<file path="config.mk">
export PLATFORM = sky130hd
export DESIGN_NAME = ldpc_3gpp_dec_obuffer_rdctrl
export DESIGN_NICKNAME = d
export VERILOG_FILES = /design/src/rtl/ldpc_3gpp_dec_obuffer_rdctrl.sv
export SDC_FILE = /design/constraint.sdc
export NUM_CORES = 1
export LEC_CHECK = 0
export ABC_AREA = 1
export BUFFER_PORTS_ARGS = -buffer_cell sky130_fd_sc_hd__buf_2
export CORE_UTILIZATION = 45
export CTS_CLUSTER_SIZE = 25
export DETAILED_ROUTE_END_ITERATION = 6
export GPL_ROUTABILITY_DRIVEN = 0
export PLACE_DENSITY_LB_ADDON = 0.2
export SYNTH_ARGS = -nofsm -noshare
export SYNTH_HDL_FRONTEND = slang
export SYNTH_SLANG_ARGS = --single-unit
</file>
<file path="constraint.sdc">
create_clock -name iclk -period 2.32 [get_ports iclk]
set_clock_uncertainty 0.2 [all_clocks]
set_input_delay 0.464 -clock iclk [delete_from_list [all_inputs] [get_ports iclk]]
set_output_delay 0.464 -clock iclk [all_outputs]
set_load 0.05 [all_outputs]
</file>
<file path="src/rtl/ldpc_3gpp_dec_obuffer_rdctrl.sv">
`default_nettype none
// ============================================================================
// Module   : ldpc_3gpp_dec_obuffer_rdctrl
// Purpose  : Read-side sequencer of the LDPC decoder 2D output buffer. Waits
//            for a filled bank, sweeps read addresses 0..len, absorbs the
//            2-tick RAM read latency through a token pipe and a 4-entry
//            first-word-fall-through FIFO, and presents the words as a
//            valid/ready stream with sop/eop markers and the block tag.
//            The bank is released once its last word has left the RAM pipe.
// Ports    : iclk/ireset/iclkena - clock, async active-low reset, clock enable
//            ilen_m1              - words per block minus 1 (sampled at start)
//            ibuf_empty/rdat/rtag - buffer status, read data, bank tag
//            obuf_rempty          - one-tick bank release pulse
//            obuf_raddr           - buffer read address
//            ordy/oval/osop/oeop/odat/otag - output stream
//            obusy                - block in progress (start to release)
// Revision : 1.0 - initial release
// ============================================================================
module ldpc_3gpp_dec_obuffer_rdctrl #(
   parameter int pRADDR_W = 8,
   parameter int pRDAT_W  = 8,
   parameter int pDAT_NUM = 8,
   parameter int pTAG_W   = 4
) (
   input  logic                        iclk,
   input  logic                        ireset,
   input  logic                        iclkena,
   input  logic [pRADDR_W-1:0]         ilen_m1,
   input  logic                        ibuf_empty,
   input  logic [pRDAT_W*pDAT_NUM-1:0] ibuf_rdat,
   input  logic [pTAG_W-1:0]           ibuf_rtag,
   output logic                        obuf_rempty,
   output logic [pRADDR_W-1:0]         obuf_raddr,
   input  logic                        ordy,
   output logic                        oval,
   output logic                        osop,
   output logic                        oeop,
   output logic [pRDAT_W*pDAT_NUM-1:0] odat,
   output logic [pTAG_W-1:0]           otag,
   output logic                        obusy
);

   localparam int c_DAT_W = pRDAT_W * pDAT_NUM;

   localparam logic [1:0] c_IDLE  = 2'd0;
   localparam logic [1:0] c_READ  = 2'd1;
   localparam logic [1:0] c_FLUSH = 2'd2;
   localparam logic [1:0] c_GAP   = 2'd3;

   logic [1:0]          state_q, state_d;
   logic [pRADDR_W-1:0] len_q, len_d;
   logic [pRADDR_W-1:0] raddr_q, raddr_d;
   logic                rempty_q, rempty_d;

   // token pipe aligned with the RAM read latency
   logic p1_val_q, p1_sop_q, p1_eop_q;
   logic p2_val_q, p2_sop_q, p2_eop_q;

   // output FIFO
   logic [c_DAT_W-1:0] fifo_dat_q [4];
   logic [3:0]         fifo_sop_q, fifo_eop_q;
   logic [1:0]         fifo_wr_q, fifo_rd_q;
   logic [2:0]         fifo_used_q;

   // tags of blocks whose first word has not yet left the FIFO
   logic [pTAG_W-1:0] tq_q [2];
   logic              tq_wr_q, tq_rd_q;
   logic [1:0]        tq_used_q;
   logic [pTAG_W-1:0] otag_q;

   logic [2:0] w_inflight;
   logic       w_issue, w_start, w_push, w_pop, w_pop_sop, w_head_sop;

   // Words in the FIFO plus words still inside the RAM pipe must never
   // exceed the FIFO depth, so a stalled sink can never cause an overflow.
   assign w_inflight = fifo_used_q + {2'b00, p1_val_q} + {2'b00, p2_val_q};
   assign w_issue    = (state_q == c_READ) && (w_inflight < 3'd4);
   // A third pending tag cannot be held; starting is deferred until the
   // first word of an older block has been taken by the sink.
   assign w_start    = (state_q == c_IDLE) && !ibuf_empty && (tq_used_q != 2'd2);
   assign w_push     = p2_val_q;
   assign w_head_sop = fifo_sop_q[fifo_rd_q];
   assign w_pop      = oval && ordy;
   assign w_pop_sop  = w_pop && w_head_sop;

   always_comb begin
      state_d  = state_q;
      len_d    = len_q;
      raddr_d  = raddr_q;
      rempty_d = 1'b0;
      case (state_q)
         c_IDLE: begin
            if (w_start) begin
               len_d   = ilen_m1;
               raddr_d = '0;
               state_d = c_READ;
            end
         end
         c_READ: begin
            if (w_issue) begin
               // address holds at len once the last word is issued
               if (raddr_q == len_q) state_d = c_FLUSH;
               else                  raddr_d = raddr_q + 1'b1;
            end
         end
         c_FLUSH: begin
            if (p2_val_q && p2_eop_q) begin
               rempty_d = 1'b1;
               state_d  = c_GAP;
            end
         end
         // the buffer's empty flag is stale in this cycle
         c_GAP:   state_d = c_IDLE;
         default: state_d = c_IDLE;
      endcase
   end

   always_ff @(posedge iclk or negedge ireset) begin
      if (!ireset) begin
         state_q  <= c_IDLE;
         len_q    <= '0;
         raddr_q  <= '0;
         rempty_q <= 1'b0;
      end else if (iclkena) begin
         state_q  <= state_d;
         len_q    <= len_d;
         raddr_q  <= raddr_d;
         rempty_q <= rempty_d;
      end
   end

   always_ff @(posedge iclk or negedge ireset) begin
      if (!ireset) begin
         p1_val_q    <= 1'b0;
         p1_sop_q    <= 1'b0;
         p1_eop_q    <= 1'b0;
         p2_val_q    <= 1'b0;
         p2_sop_q    <= 1'b0;
         p2_eop_q    <= 1'b0;
         for (int i = 0; i < 4; i++) fifo_dat_q[i] <= '0;
         fifo_sop_q  <= '0;
         fifo_eop_q  <= '0;
         fifo_wr_q   <= '0;
         fifo_rd_q   <= '0;
         fifo_used_q <= '0;
         tq_q[0]     <= '0;
         tq_q[1]     <= '0;
         tq_wr_q     <= 1'b0;
         tq_rd_q     <= 1'b0;
         tq_used_q   <= '0;
         otag_q      <= '0;
      end else if (iclkena) begin
         p1_val_q <= w_issue;
         p1_sop_q <= w_issue && (raddr_q == '0);
         p1_eop_q <= w_issue && (raddr_q == len_q);
         p2_val_q <= p1_val_q;
         p2_sop_q <= p1_sop_q;
         p2_eop_q <= p1_eop_q;

         if (w_push) begin
            fifo_dat_q[fifo_wr_q] <= ibuf_rdat;
            fifo_sop_q[fifo_wr_q] <= p2_sop_q;
            fifo_eop_q[fifo_wr_q] <= p2_eop_q;
            fifo_wr_q             <= fifo_wr_q + 1'b1;
         end
         if (w_pop) fifo_rd_q <= fifo_rd_q + 1'b1;
         fifo_used_q <= fifo_used_q + {2'b00, w_push} - {2'b00, w_pop};

         if (w_start) begin
            tq_q[tq_wr_q] <= ibuf_rtag;
            tq_wr_q       <= ~tq_wr_q;
         end
         if (w_pop_sop) begin
            otag_q  <= tq_q[tq_rd_q];
            tq_rd_q <= ~tq_rd_q;
         end
         tq_used_q <= tq_used_q + {1'b0, w_start} - {1'b0, w_pop_sop};
      end
   end

   assign oval        = (fifo_used_q != 3'd0);
   assign osop        = oval && w_head_sop;
   assign oeop        = oval && fifo_eop_q[fifo_rd_q];
   assign odat        = fifo_dat_q[fifo_rd_q];
   // the tag switches exactly when a block's first word reaches the head
   assign otag        = (osop && (tq_used_q != 2'd0)) ? tq_q[tq_rd_q] : otag_q;
   assign obuf_raddr  = raddr_q;
   assign obuf_rempty = rempty_q && iclkena;
   assign obusy       = (state_q == c_READ) || (state_q == c_FLUSH);

endmodule
`default_nettype wire

</file>
==> results of run 1 <==
power by group:
part | total (W) | switching [W] | internal [W]
clock | 0.00521 | 0.00211 | 0.00310
sequential | 0.00857 | 0.00110 | 0.00747
combinational | 0.0153 | 0.00974 | 0.00558
total | 0.0291 | 0.0129 | 0.0162
kinds of logic (layout without fill, tap and decap cells):
| kind of cell | Yosys count | after routing | synth area share |
|---|---|---|---|
| flip-flops | 312 | 312 | 0.565 |
| AND/OR/NAND/NOR | 562 | 562 | 0.157 |
| adder cells (fa/ha/maj) | 15 | 15 | 0.0141 |
| XOR/XNOR | 10 | 10 | 0.00634 |
| AO/OA/AOI/OAI | 507 | 507 | 0.192 |
| buffers and inverters | 222 | 394 | 0.0652 |
worst max-delay path: cells and delay by family (launching register included):
kind                   cells  cell delay (ps)
AO/OA/AOI/OAI              3              510
buffers and inverters      3              380
flip-flops                 1              500
AND/OR/NAND/NOR            2              160
path summary, 6_finish.rpt:
path	start	cells past startpoint	end	slack, ps
worst min-delay path	ibuf_rtag[3]	3	tq_q[7]	20
max in group asynchronous	ireset	3	fifo_dat_q[41]	920
worst min register to register	fifo_dat_q[108]	2	fifo_dat_q[108]	280
min in group asynchronous	ireset	2	fifo_dat_q[182]	290
worst max register to register	fifo_used_q[1]	12	fifo_used_q[2]	-50
worst max-delay path	fifo_rd_q[0]	8	otag[0]	-410
metrics by stage:
step	setup TNS [ps]	hold slack, ps	power, W	util	instance area (sq um)
final	-20970	22.7	0.0291	0.582	17400
after global routing	-26890	10.1	0.0309	0.582	17400
after detailed placement	-9.97	228	0.0220	0.524	15700
after floorplan	-176	-31.6	0.0185	-	14200
after CTS	-21870	5.60	0.0289	0.577	17300
after global placement	0	231	0.0217	0.524	15700
registers in the layout, indices dropped and copies added (netlist names), 2 cells and up:
| name | flops |
|---|---|
| fifo_dat_q | 256 |
| fifo_eop_q | 4 |
| fifo_rd_q | 2 |
| fifo_sop_q | 4 |
| fifo_used_q | 3 |
| fifo_wr_q | 2 |
| len_q | 8 |
| obuf_raddr | 8 |
| otag_q | 4 |
| state_q | 2 |
| tq_q | 8 |
| tq_used_q | 2 |
layout make-up:
class / count / area [sq um]
Multi-Input combinational cell: 1094 / 5590
Fill cell: 2652 / 12500
Clock inverter: 6 / 57.6
Timing Repair Buffer: 226 / 2050
Tap cell: 390 / 488
Inverter: 116 / 440
Sequential cell: 312 / 7810
Clock buffer: 46 / 1000
what timing repair did:
action                                  in CTS  in global routing
setup buffers                                2                  4
pin swaps                                    4                  4
cloned                                       0                  3
gates resized for setup                    145                 40
hold buffers                                 9                  0
hold endpoints to repair                    53                  0
endpoints found under the setup margin      70                 74
layer usage:
layer  vias to the layer above  global-route usage  wire length (microns)
li1                       5650                   -                      -
met1                      5574               0.309                  16600
met2                       270               0.367                  16400
met3                        51              0.0350                   1580
met4                         2              0.0556                    590
met5                         -                   0                     12
synth_stat cells, drive strengths merged (6+ instances only):
cell    instances
o22ai          66
nand2         390
xor2            6
o21ai         432
nor2          150
dfrtp         312
clkbuf         65
a21oi           8
ha             14
nand4          10
buf            41
inv           116
nand3           8
==> flow_summary.json, run 1 <==
{
  "power.density_nw_per_um2": 1670,
  "pre_cts_ws_ps": -5.26,
  "cts_max_level": 2,
  "maxCapViolations": 0,
  "area_growth_pct": 26.2,
  "drc": 0,
  "cts_tree": "done",
  "yosysSeqAreaShare": 0.565,
  "numCtsBuffers": 35,
  "cp-start-kind": "register",
  "yosysTopAreaCell": "dfrtp_1",
  "layout.nets": 1881,
  "dp_hpwl_microns": 20900,
  "io_buffers": 161,
  "fin_crit_ps": 2730,
  "period_share": 1.18,
  "worstHoldPathType": "in2reg",
  "cts_buffer_depth": 3,
  "rows": 63,
  "ys_ff_latch": 312,
  "syn_nets": 1724,
  "finalHoldViolations": 0,
  "synthFlopType": "dfrtp_1",
  "critPathMaxFanout": 6,
  "irDropWorstVdd_v": 0.00135,
  "violations": "negative setup slack",
  "cpMostUsedCell": "buf_6",
  "drtIter0Drc": 800,
  "wl_microns": 35200,
  "layout_common_cells": "nand2_1, o21ai_0, dfrtp_1",
  "grt_pass1_vias": 11300,
  "slew_violations": 0,
  "yosys_warnings": 0,
  "num_io_pins": 162,
  "required_ps": 1660,
  "grt_max_degree": 97,
  "final_common_cell": "nand2_1",
  "grt_pass1_wl_microns": 56600,
  "clock.fmax_ghz": 0.366,
  "syn_inst": 1628,
  "relSlewSlack": 0.685,
  "path_class": "reg2out",
  "clock-sinks": 312,
  "synth_edf_count": 0,
  "layout_setup_ws_ps": -411,
  "rsz0062_at_grt": "true",
  "slowest_delay_ps": 500,
  "slowest_stage": "dfrtp_4",
  "grt_usage": 0.224,
  "syn_area_sq_um": 13800,
  "drive_above_1_share": 0.203,
  "power.leakage_nw": 8.54,
  "drt_first_pass_iters": 5,
  "gr-total-overflow": 0,
  "yosys-top-cells-area": "dfrtp_1, o21ai_0, nand2_1",
  "die_area_sq_um": 31400,
  "clockRootBuffer": "clkbuf_16",
  "avgSynthCellArea_sq_um": 8.49,
  "viasPerCell": 5.27,
  "synth_top_area_share": 0.565,
  "fin_cells": 2190,
  "cp-end-kind": "output port",
  "coreArea_sq_um": 30000,
  "insertedDiodeCount": 0,
  "avgRoutedWirePerCell_microns": 16.1,
  "start_util": 0.461,
  "postRouteAntennaNets": 0,
  "worstPathCellList": "inv_4 > nor2_2 > o22ai_2 > nand2_2 > a21oi_4 > buf_6 > o21ai_1 > buf_6",
  "cp_data_arrival_time_ps": 2070,
  "clkTransAtPathRegs_ps": 60,
  "finalSetupViolCount": 71,
  "die_w_microns": 177,
  "status": "finished, violations left",
  "clock_latency_ps": 500,
  "antenna_found_initial": 1,
  "yosysUniqueCellTypes": 29,
  "route.vias.total": 11500,
  "die_h_microns": 177,
  "max_slew.worst_pin.slew_ps": 473,
  "async_flop_share": 1.00,
  "place_inst": 2120
}
No activity file was read; power rests on OpenSTA's default activity.
==> run 2: changes to the inputs <==
--- a/config.mk
+++ b/config.mk
@@ -12,6 +12,7 @@
 export DETAILED_ROUTE_END_ITERATION = 6
 export GPL_ROUTABILITY_DRIVEN = 0
 export PLACE_DENSITY_LB_ADDON = 0.2
+export SKIP_CTS_REPAIR_TIMING = 1
 export SYNTH_ARGS = -nofsm -noshare
 export SYNTH_HDL_FRONTEND = slang
 export SYNTH_SLANG_ARGS = --single-unit
==> constraint.sdc (replaced) <==
create_clock -name iclk -period 2.82 [get_ports iclk]
set_clock_uncertainty 0.2 [all_clocks]
set_input_delay 0.564 -clock iclk [delete_from_list [all_inputs] [get_ports iclk]]
set_output_delay 0.564 -clock iclk [all_outputs]
set_load 0.05 [all_outputs]
==> run 2 against run 1 <==
Compared with the run above: the flow still finishes with violations (negative setup slack); die area stayed put; clock-buffer cell count increased by 6; largest cell class unchanged; final cell count is 0.50% lower; critical endpoint is now otag[1]; sequential cell count unchanged; first-iteration DRC count decreased by 12%; setup slack improved by 370 ps; combinational power down 29%; sequential power fell by 18%; critical path type unchanged.
==> flow_summary.json, run 2 (same netlist as run 1, synthesis figures left out) <==
{
  "clock_latency_ps": 510,
  "clock-sinks": 312,
  "cp-start-kind": "register",
  "ff2ff_setup_slack_ps": 230,
  "dp_hpwl_microns": 20100,
  "largest_register": "fifo_dat_q",
  "crit_family": "flip-flops",
  "finalSetupViolCount": 6,
  "grt_pass1_vias": 11000,
  "holdPathEnd": "len_q[2]",
  "cts_tree": "done",
  "p_clk_frac": 0.195,
  "final_common_cell": "o21ai_0",
  "irDropWorstVdd_v": 0.000925,
  "grt_usage": 0.218,
  "p_seq_frac": 0.318,
  "path_class": "reg2out",
  "reg2reg_to": "fifo_used_q[2]",
  "r2r_start": "fifo_used_q[1]",
  "path_buf_inv": 2,
  "share_comb_of_total_power": 0.487,
  "drtIter0Drc": 707,
  "cts_buffer_depth": 3,
  "reg2reg_depth": 12,
  "power.net_switching_w": 0.0102,
  "finalHoldViolations": 0,
  "avgRoutedWirePerCell_microns": 16.1,
  "p_int_w": 0.0120,
  "num_io_pins": 162,
  "postRouteAntennaNets": 0,
  "io_buffers": 161,
  "cp_data_arrival_time_ps": 2100,
  "whs_path_depth": 3,
  "min_from": "ilen_m1[2]",
  "numCtsBuffers": 36,
  "grt_max_degree": 91,
  "die_area_sq_um": 31400,
  "relSlewSlack": 0.566,
  "clockRootBuffer": "clkbuf_16",
  "drt_first_pass_iters": 5,
  "status": "finished, violations left",
  "critPathMaxFanout": 8,
  "whs_ps": 58.0,
  "largest_reg_flops": 256,
  "gr-total-overflow": 0,
  "layout_common_cells": "o21ai_0, nand2_1, dfrtp_1",
  "antenna_found_initial": 1,
  "start_util": 0.461,
  "rows": 63,
  "clkTransAtPathRegs_ps": 60,
  "slew_violations": 0,
  "die_h_microns": 177,
  "layout.nets": 1859,
  "period_share": 1.02,
  "max_slew.worst_pin.slew_ps": 651,
  "route.vias.total": 11500,
  "power.density_nw_per_um2": 1340,
  "grt_pass1_wl_microns": 55300,
  "wl_microns": 35200,
  "cts_max_level": 2,
  "maxCapViolations": 0,
  "area_growth_pct": 20.2,
  "clock.fmax_ghz": 0.349,
  "rsz0062_at_grt": "true",
  "violations": "negative setup slack",
  "fin_tns_setup_ps": -170,
  "layout_setup_ws_ps": -43.9,
  "fin_crit_ps": 2860,
  "power.leakage_nw": 8.22,
  "worstHoldPathType": "in2reg",
  "die_w_microns": 177,
  "drc": 0,
  "slowest_stage": "dfrtp_4",
  "cp-end-kind": "output port",
  "viasPerCell": 5.26,
  "drive_above_1_share": 0.160,
  "required_ps": 2060,
  "swShare": 0.459,
  "coreArea_sq_um": 30000,
  "worstPathCellList": "clkinv_8 > nor2_4 > o22ai_4 > nand2_2 > a21oi_4 > nand2_1 > o21ai_2 > buf_6",
  "slowest_delay_ps": 550
}
[run 2: changes by cell type in the layout (fill, tap and decap cells not counted), sizes merged]
cell	change
bufinv	-1
buf	-38
diode	+1
clkbuf	+29
clkinv	+6
dlygate4sd3	-8
[run 2: power groups by stage]
stage | sequential, W | combinational (W) | clock [W]
6_report | 0.00706 | 0.0108 | 0.00433
5_1_grt | 0.00727 | 0.0118 | 0.00463
4_1_cts | 0.00703 | 0.00995 | 0.00445
3_5_place_dp | 0.00709 | 0.00992 | 0
3_3_place_gp | 0.00705 | 0.00978 | 0
2_1_floorplan | 0.00689 | 0.00751 | 0
[run 2: layout make-up]
class	count	area, sq um
multi-input cells	1094	5190
well taps	390	488
clock inverters	11	61.3
repair buffers	203	1580
fillers	2820	13300
clock buffers	52	1030
inverters	116	448
flip-flops and latches	312	7810
diodes	1	2.50
[run 2: how the worst max path moves through the flow]
stage	cells past startpoint	from	endpoint
2_1_floorplan	5	fifo_used_q[1]	otag[0]
3_3_place_gp	12	fifo_used_q[1]	fifo_used_q[2]
3_5_place_dp	12	fifo_used_q[1]	fifo_used_q[2]
4_1_cts	8	fifo_rd_q[0]	otag[1]
5_1_grt	8	fifo_rd_q[0]	otag[1]
6_report	8	fifo_rd_q[0]	otag[1]
[run 2: worst register-to-register path, delay by kind of cell (launching register included)]
kind	cells	cell delay, ps
and+or+nand+nor	2	370
xor gates and xnor gates	1	150
AOI/OAI and AO/OA	2	250
buffers and inverters	4	280
DFF	1	460
adders and majority gates	3	760
[run 2: metal layers]
layer	share of wire	GRT usage
met3	0.056	0.0376
met5	0	0
met1	0.46	0.294
met4	0.014	0.0513
met2	0.47	0.364
[run 2: stage by stage]
stage	cells	utilization	area [sq um]	worst slack [ps]	power, W
floorplan	1628	-	13800	-197	0.0144
global placement	2103	0.505	15100	287	0.0168
detailed placement	2103	0.505	15100	187	0.0170
CTS	2166	0.541	16200	-309	0.0214
global route	2178	0.555	16600	-138	0.0237
finish	2179	0.555	16600	-43.9	0.0222
